## src/rtl/seq_divider_16_bit.sv

```systemverilog
// Multi-cycle unsigned restoring divider.
// One trial subtract per clock, WIDTH iterations per operation. Divide by zero
// completes in a single cycle with quotient all-ones and remainder = dividend.
//
// Handshake: start is sampled only while the divider is idle or on its done
// cycle. Operands are captured on that accepting edge. busy is high for the
// WIDTH iteration cycles. done is high for exactly one cycle, and the results
// are valid from that cycle until the next operation completes. A start that
// arrives while busy is dropped.
module seq_divider_16_bit #(
  parameter int WIDTH = 16
) (
  input  logic             clk,
  input  logic             reset,
  input  logic             start,
  input  logic [WIDTH-1:0] dividend,
  input  logic [WIDTH-1:0] divisor,
  output logic             busy,
  output logic             done,
  output logic [WIDTH-1:0] quotient,
  output logic [WIDTH-1:0] remainder,
  output logic             div_by_zero
);

  localparam int CW = (WIDTH > 2) ? $clog2(WIDTH) : 1;
  localparam logic [CW-1:0] LAST = CW'(WIDTH - 1);

  typedef enum logic [1:0] {
    S_IDLE = 2'd0,
    S_RUN  = 2'd1,
    S_DONE = 2'd2
  } state_t;

  state_t           state;
  logic [WIDTH-1:0] q_reg;   // dividend shifting out, quotient bits shifting in
  logic [WIDTH-1:0] d_reg;   // captured divisor
  logic [WIDTH-1:0] r_reg;   // partial remainder
  logic [CW-1:0]    count;   // iteration index, 0 .. WIDTH-1
  logic [WIDTH:0]   trial;   // {R, next dividend bit} - D, top bit = borrow
  logic [WIDTH-1:0] q_next;
  logic [WIDTH-1:0] r_next;

  // Trial subtract via two's complement (~D + 1); restore the shifted remainder on borrow
  always_comb begin
    trial  = {r_reg, q_reg[WIDTH-1]} + {1'b1, ~d_reg} + {{WIDTH{1'b0}}, 1'b1};
    q_next = '0;
    r_next = '0;
    if (!trial[WIDTH]) begin
      r_next = trial[WIDTH-1:0];
      q_next = {q_reg[WIDTH-2:0], 1'b1};
    end else begin
      r_next = {r_reg[WIDTH-2:0], q_reg[WIDTH-1]};
      q_next = {q_reg[WIDTH-2:0], 1'b0};
    end
  end

  // Control FSM, iteration datapath and registered outputs
  always_ff @(posedge clk) begin
    if (reset) begin
      state       <= S_IDLE;
      busy        <= 1'b0;
      done        <= 1'b0;
      quotient    <= '0;
      remainder   <= '0;
      div_by_zero <= 1'b0;
      q_reg       <= '0;
      d_reg       <= '0;
      r_reg       <= '0;
      count       <= '0;
    end else begin
      case (state)
        S_IDLE, S_DONE: begin
          // DONE behaves like IDLE for start, so operations can run back to back
          state <= S_IDLE;
          busy  <= 1'b0;
          done  <= 1'b0;
          if (start) begin
            if (divisor == '0) begin
              state       <= S_DONE;
              done        <= 1'b1;
              quotient    <= '1;
              remainder   <= dividend;
              div_by_zero <= 1'b1;
            end else begin
              q_reg <= dividend;
              d_reg <= divisor;
              r_reg <= '0;
              count <= '0;
              state <= S_RUN;
              busy  <= 1'b1;
            end
          end
        end
        S_RUN: begin
          q_reg <= q_next;
          r_reg <= r_next;
          count <= count + 1'b1;
          if (count == LAST) begin
            // Final iteration: results load on the same edge that enters DONE
            state       <= S_DONE;
            busy        <= 1'b0;
            done        <= 1'b1;
            quotient    <= q_next;
            remainder   <= r_next;
            div_by_zero <= 1'b0;
          end
        end
        default: begin
          state <= S_IDLE;
          busy  <= 1'b0;
          done  <= 1'b0;
        end
      endcase
    end
  end

endmodule
```

## config.mk

```make
export PLATFORM = sky130hd
export DESIGN_NAME = seq_divider_16_bit
export DESIGN_NICKNAME = d
export VERILOG_FILES = /design/src/rtl/seq_divider_16_bit.sv
export SDC_FILE = /design/constraint.sdc
export NUM_CORES = 1
export LEC_CHECK = 0
export ABC_AREA = 1
export CORE_MARGIN = 2
export CORE_UTILIZATION = 50
export DETAILED_ROUTE_END_ITERATION = 12
export HOLD_SLACK_MARGIN = 0.12
export PLACE_DENSITY_LB_ADDON = 0.05
export SYNTH_ARGS = -nofsm -noshare
export SYNTH_HDL_FRONTEND = slang
export SYNTH_SLANG_ARGS = --single-unit
```

## constraint.sdc

```tcl
create_clock -name clk -period 2.2 [get_ports clk]
set_input_delay 0.44 -clock clk [delete_from_list [all_inputs] [get_ports clk]]
set_output_delay 0.44 -clock clk [all_outputs]
set_load 0.005 [all_outputs]
```

### Word level (Yosys, flattened, before mapping)

Cells that the tools add are included.

| storage, ports and cells | value |
|---|---|
| memories | 0 |
| bits in registers | 89 |
| bits in read-only memories | 0 |
| bits in writable memories | 0 |
| input port bits | 35 |
| output and inout port bits | 35 |
| bits in latches | 0 |

| operators by class | value |
|---|---|
| shifts and indexed selects | 0 |
| div/mod/pow operators | 0 |
| $add $sub $neg | 3 |
| equality and inequality tests | 7 |
| order comparisons | 0 |
| reductions and logical operators | 7 |
| multipliers | 0 |
| muxes and demuxes | 34 |
| bitwise logic cells | 2 |

Operator list:

| kind | count |
|---|---|
| 16-bit two-way mux | 11 |
| 16-bit case mux with 2 select lines | 4 |
| 17-bit by 1-bit adder with 17-bit output, second input constant | 1 |
| 17-bit adder | 1 |
| 16-bit zero test | 1 |
| 16-bit inverter | 1 |
| 1-bit two-way mux | 9 |
| 4-bit two-way mux | 2 |
| 2-bit inequality test, second input constant | 4 |
| 4-bit case mux with 2 select lines | 1 |
| 2-bit two-way mux | 3 |
| 1-bit case mux with 2 select lines | 3 |
| 3-bit AND reduction | 2 |
| 4-bit by 1-bit adder with 4-bit output, second input constant | 1 |
| 4-bit == test, second input constant | 1 |
| 2-bit case mux with 2 select lines | 1 |
| 4-bit AND reduction | 1 |
| 2-bit by 1-bit == test with 1-bit output, second input constant | 1 |
| 2-bit == test, second input constant | 1 |
| 2-bit zero test | 1 |
| 2-bit nonzero test | 1 |
| 2-bit OR reduction | 1 |
| 1-bit inverter | 1 |

### Longest topological paths before layout

| depth | value |
|---|---|
| depth after elaboration | 6 |
| depth in mapped cells | 17 |

### Worst setup path before layout

No wires, ideal clock.

| timing path | value |
|---|---|
| path kind | register -> register |
| start | reg q_reg[15] |
| end | reg quotient[0] |
| stages on the path, launching flop included | 17 |
| library setup time | 0.116 ns |
| slack | 0.163 ns |
| period minus slack after synthesis | 2.037 ns |
| buffers on the path | 1 |
| data arrival time | 1.921 ns |
| required time | 2.084 ns |
| cell sequence | dfxtp_1 > inv_1 > ha_1 > fa_1 > inv_1 > nand2_1 > nand2_1 > nand3_1 > nand2_2 > nand2_4 > nand2_2 > nand2_2 > nand2_4 > buf_12 > nand3_1 > o211ai_1 > inv_1 |

| between the ends | value |
|---|---|
| word-level cells in the longest chain between the ends | 5 |

Ends and longest elaborated chain:

| element | RTL line | text |
|---|---|---|
| start: declaration | 35 | `logic [WIDTH-1:0] q_reg;` |
| start signal: assignment | 85 | `q_reg <= dividend;` |
| start signal: assignment | 95 | `q_reg <= q_next;` |
| 17-bit adder | 45 | `trial = {r_reg, q_reg[WIDTH-1]} + {1'b1, ~d_reg} + {{WIDTH{1'b0}}, 1'b1};` |
| 17-bit by 1-bit adder with 17-bit output | 45 |  |
| 1-bit two-way mux | 48 | `if (!trial[WIDTH]) begin` |
| 16-bit two-way mux | 98 | `if (count == LAST) begin` |
| 16-bit case mux with 2 select lines | 71 | `case (state)` |
| end signal: assignment | 103 | `quotient <= q_next;` |
| end: declaration | 20 | `output logic [WIDTH-1:0] quotient,` |

Every way passes these cells. The select of a mux whose other input is x is not followed.
A chain may end at the register's enable or synchronous reset.

### Worst setup path after layout

| timing path | value |
|---|---|
| start | reg q_reg[15] |
| end | reg remainder[8] |

| between the ends | value |
|---|---|
| word-level cells in the longest chain between the ends | 5 |

Ends and longest elaborated chain:

| element | RTL line | text |
|---|---|---|
| 17-bit adder | 45 |  |
| 17-bit by 1-bit adder with 17-bit output | 45 |  |
| 16-bit two-way mux | 48 |  |
| 16-bit two-way mux | 98 |  |
| 16-bit case mux with 2 select lines | 71 |  |
| end signal: assignment | 82 | `remainder <= dividend;` |
| end signal: assignment | 104 | `remainder <= r_next;` |
| end: declaration | 21 | `output logic [WIDTH-1:0] remainder,` |

Every way passes these cells. The select of a mux whose other input is x is not followed.

==> impl_metrics.ini <==
[outcome]
status = complete, no violations

[sta]
worstMarginPinSlew_ns = 0.757
tns_ns = 0
fin_crit_sh_pct = 97.0
slew_viol_final = 0
slew_headroom_pct = 49.6
fmax_mhz = 469
timing.final.crit_period_ns = 2.13
hold_ws_ns = 0.469
finClkSkew_ns = 0.0108
finalSetupViolations = 0
hold_viol_final = 0

[global_routing]
antenna_found_initial = 0
grt_overflow_total = 0
grt_pass1_vias = 4859
track_usage_pct = 27.9
grt_pass1_wl_um = 24200
grt_max_degree = 50

[critical_path]
cp_slowest_cell = fa_2
crit_type = reg -> reg
crit_buf_inv = 3
r2r_cells = 16
startpoint_type = register
reg2reg_from = q_reg[15]
slowest_delay_ns = 0.37
crit_path_start = q_reg[15]
critical_path_depth = 16
arrival_ns = 2.47
critPathMaxFanout = 5
end_kind = register
critical_path_required_ns = 2.54
critPathCapture = remainder[8]
rrSetupSlack_ns = 0.07
worstPathCellList = inv_2, ha_4, fa_2, inv_2, nand2_2, nand2_2, nand3_2, nand2_2, nand2_4, nand2_8, nand2_8, nand2_8, nand3_1, nand3_1, nand2_1, inv_1
crit_family = simple AND/OR/NAND/NOR gates
r2r-end = remainder[8]

[power]
power-per-cell-area_nw_per_um2 = 1020
p_seq_share_pct = 27.8
power_frac_comb_pct = 53.0
p_sw_mw = 3.07
p_int_mw = 3.65
ir_worst_vdd_v = 0.000606
p_leak_nw = 3.02
clockPowerShare_pct = 19.2
power.share.switching_pct = 45.7

[yosys]
netlist_top_cells_area = dfxtp_1 34%, nand2_1 12%, nand3_1 7.9%
synth-seq-cells = 87
synth_area_sq_um = 5060
ys_seq_area_share_pct = 34.4
postSynthNetCount = 791
yosysWarnings = 0
synthCells = 738
yosys.area.top_type_share_pct = 34.4
yosys.area.top_type = dfxtp_1
yosysMostFrequentCell = nand2_1
synth_commonest_cells = 165 x nand2_1, 106 x inv_1, 87 x dfxtp_1
syn_area_per_cell_sq_um = 6.86
ys_types = 42
synth_edf_count = 0
async_flop_share_pct = 0
synth-main-ff-cell = dfxtp_1

[cts]
cts.root.buffer_cell = clkbuf_8
clk_latency_ns = 0.39
ctsHoldBuffers = 0
clock_path_buffers = 2
cts.sinks = 87
clkSlewWorstSetupHoldPaths_ns = 0.09
cts_inserted_buffers = 9
htree_levels = 3
cts_tree = done

[die]
io_pins = 70
die_x_um = 105
die_h_um = 105
initial_core_util_pct = 51.6
die-area_sq_um = 11000
row_count = 36
fp.coreArea_sq_um = 9820

[detailed_routing]
vias = 5146
drt-pass1-iter-count = 6
remaining_drc_errors = 0
drtIter0Drc = 312
antenna_left = 0
post_drt_wl_per_cell_um = 16.0
routed_wl_um = 15300
viasPerCell = 5.38

[place]
place_hpwl_um = 10600
globalplace.congestion = 0.910
numPortBuffers = 69
post-place-cells = 930
post_dp_cell_area_sq_um = 5880

[final_layout]
final_cell_area_sq_um = 6610
final-seq-area_sq_um = 1750
nets = 872
final_cells = 956
n_antenna_cell = 0
layout-drive-gt1-share_pct = 17.9
areaGrowthSynthToFinish_pct = 30.4
fillers = 894
multiInputGateArea_sq_um = 3080

[min_path]
hp-class = reg -> reg

[flow_run]
drv_cap = 0
## how the worst min path moves through the flow
| stage | from | end | slack (ns) | cells after the start |
|---|---|---|---|---|
| detailed placement | d_reg[10] | d_reg[10] | 0.45 | 2 |
| finish | d_reg[10] | d_reg[10] | 0.47 | 2 |
| floorplan | d_reg[10] | d_reg[10] | 0.44 | 2 |
| global placement | d_reg[11] | d_reg[11] | 0.45 | 2 |
| CTS | d_reg[10] | d_reg[10] | 0.47 | 2 |
| global route | quotient[8] | quotient[8] | 0.50 | 2 |
## worst reg2reg max path, stage by stage, from the launching register on
cell,delay (ns)
dfxtp_2,0.34
inv_2,0.04
ha_4,0.16
fa_2,0.37
inv_2,0.07
nand2_2,0.04
nand2_2,0.09
nand3_2,0.07
nand2_2,0.09
nand2_4,0.10
nand2_8,0.12
nand2_8,0.10
nand2_8,0.11
nand3_1,0.11
nand3_1,0.17
nand2_1,0.06
inv_1,0.04
## per-layer routing
| layer | track usage, % | share of wire, % |
|---|---|---|
| met5 | 0 | 0 |
| met4 | 9.71 | 2.5 |
| met3 | 6.24 | 5.6 |
| met2 | 45.7 | 48 |
| met1 | 36.3 | 44 |
## power by group through the flow
| stage | Clock [mW] | Combinational [mW] | Sequential (mW) |
|---|---|---|---|
| floorplan | 0 | 2.16 | 1.82 |
| CTS | 1.31 | 2.92 | 1.84 |
| detailed placement | 0 | 2.65 | 1.88 |
| finish | 1.29 | 3.56 | 1.87 |
| global route | 1.36 | 3.89 | 1.88 |
| global placement | 0 | 2.63 | 1.87 |
## through the flow
step,util [%],power (mW),setup WS (ns)
final,67.3,6.72,0.0663
after global routing,67.3,7.13,-0.0325
after CTS,63.1,6.08,0.0147
after detailed placement,59.8,4.53,-0.137
after global placement,59.8,4.50,-0.130
after floorplan,-,3.99,0.163
## cells in the final DEF (no fill, tap or decap), drive strengths merged, types with 6 or more instances in the layout
| cell type | count |
|---|---|
| a31oi | 17 |
| clkdlybuf4s50 | 69 |
| clkbuf | 11 |
| dfxtp | 87 |
| ha | 17 |
| nand3 | 101 |
| xor2 | 6 |
| buf | 32 |
| a21oi | 41 |
| o22ai | 13 |
| nand2 | 182 |
| o21ai | 39 |
| inv | 111 |
| nor2 | 76 |
## logic make-up after synthesis
family | Yosys count | share of synthesized area [%]
AOI/OAI and AO/OA | 112 | 12.4
xor gates and xnor gates | 7 | 1.21
adders and majority gates | 18 | 4.59
buffers and inverters | 146 | 13.6
DFF | 87 | 34.4
and+or+nand+nor | 368 | 33.8
## cell type report
type                            instances  share of cell area, %
Multi-Input combinational cell        509                   46.7
Sequential cell                        87                   26.5
Inverter                              111                   6.35
Clock buffer                           11                   2.14
Timing Repair Buffer                  101                   14.7
Clock inverter                          4                   1.17
Tap cell                              133                   2.52
## what timing repair did
action	CTS	global route
setup endpoints to repair	30	34
buffers inserted	0	7
pin swaps	2	22
cloned	3	1
gates resized for setup	12	63
hold endpoints to repair	0	0
No activity file was read; power rests on OpenSTA's default activity.
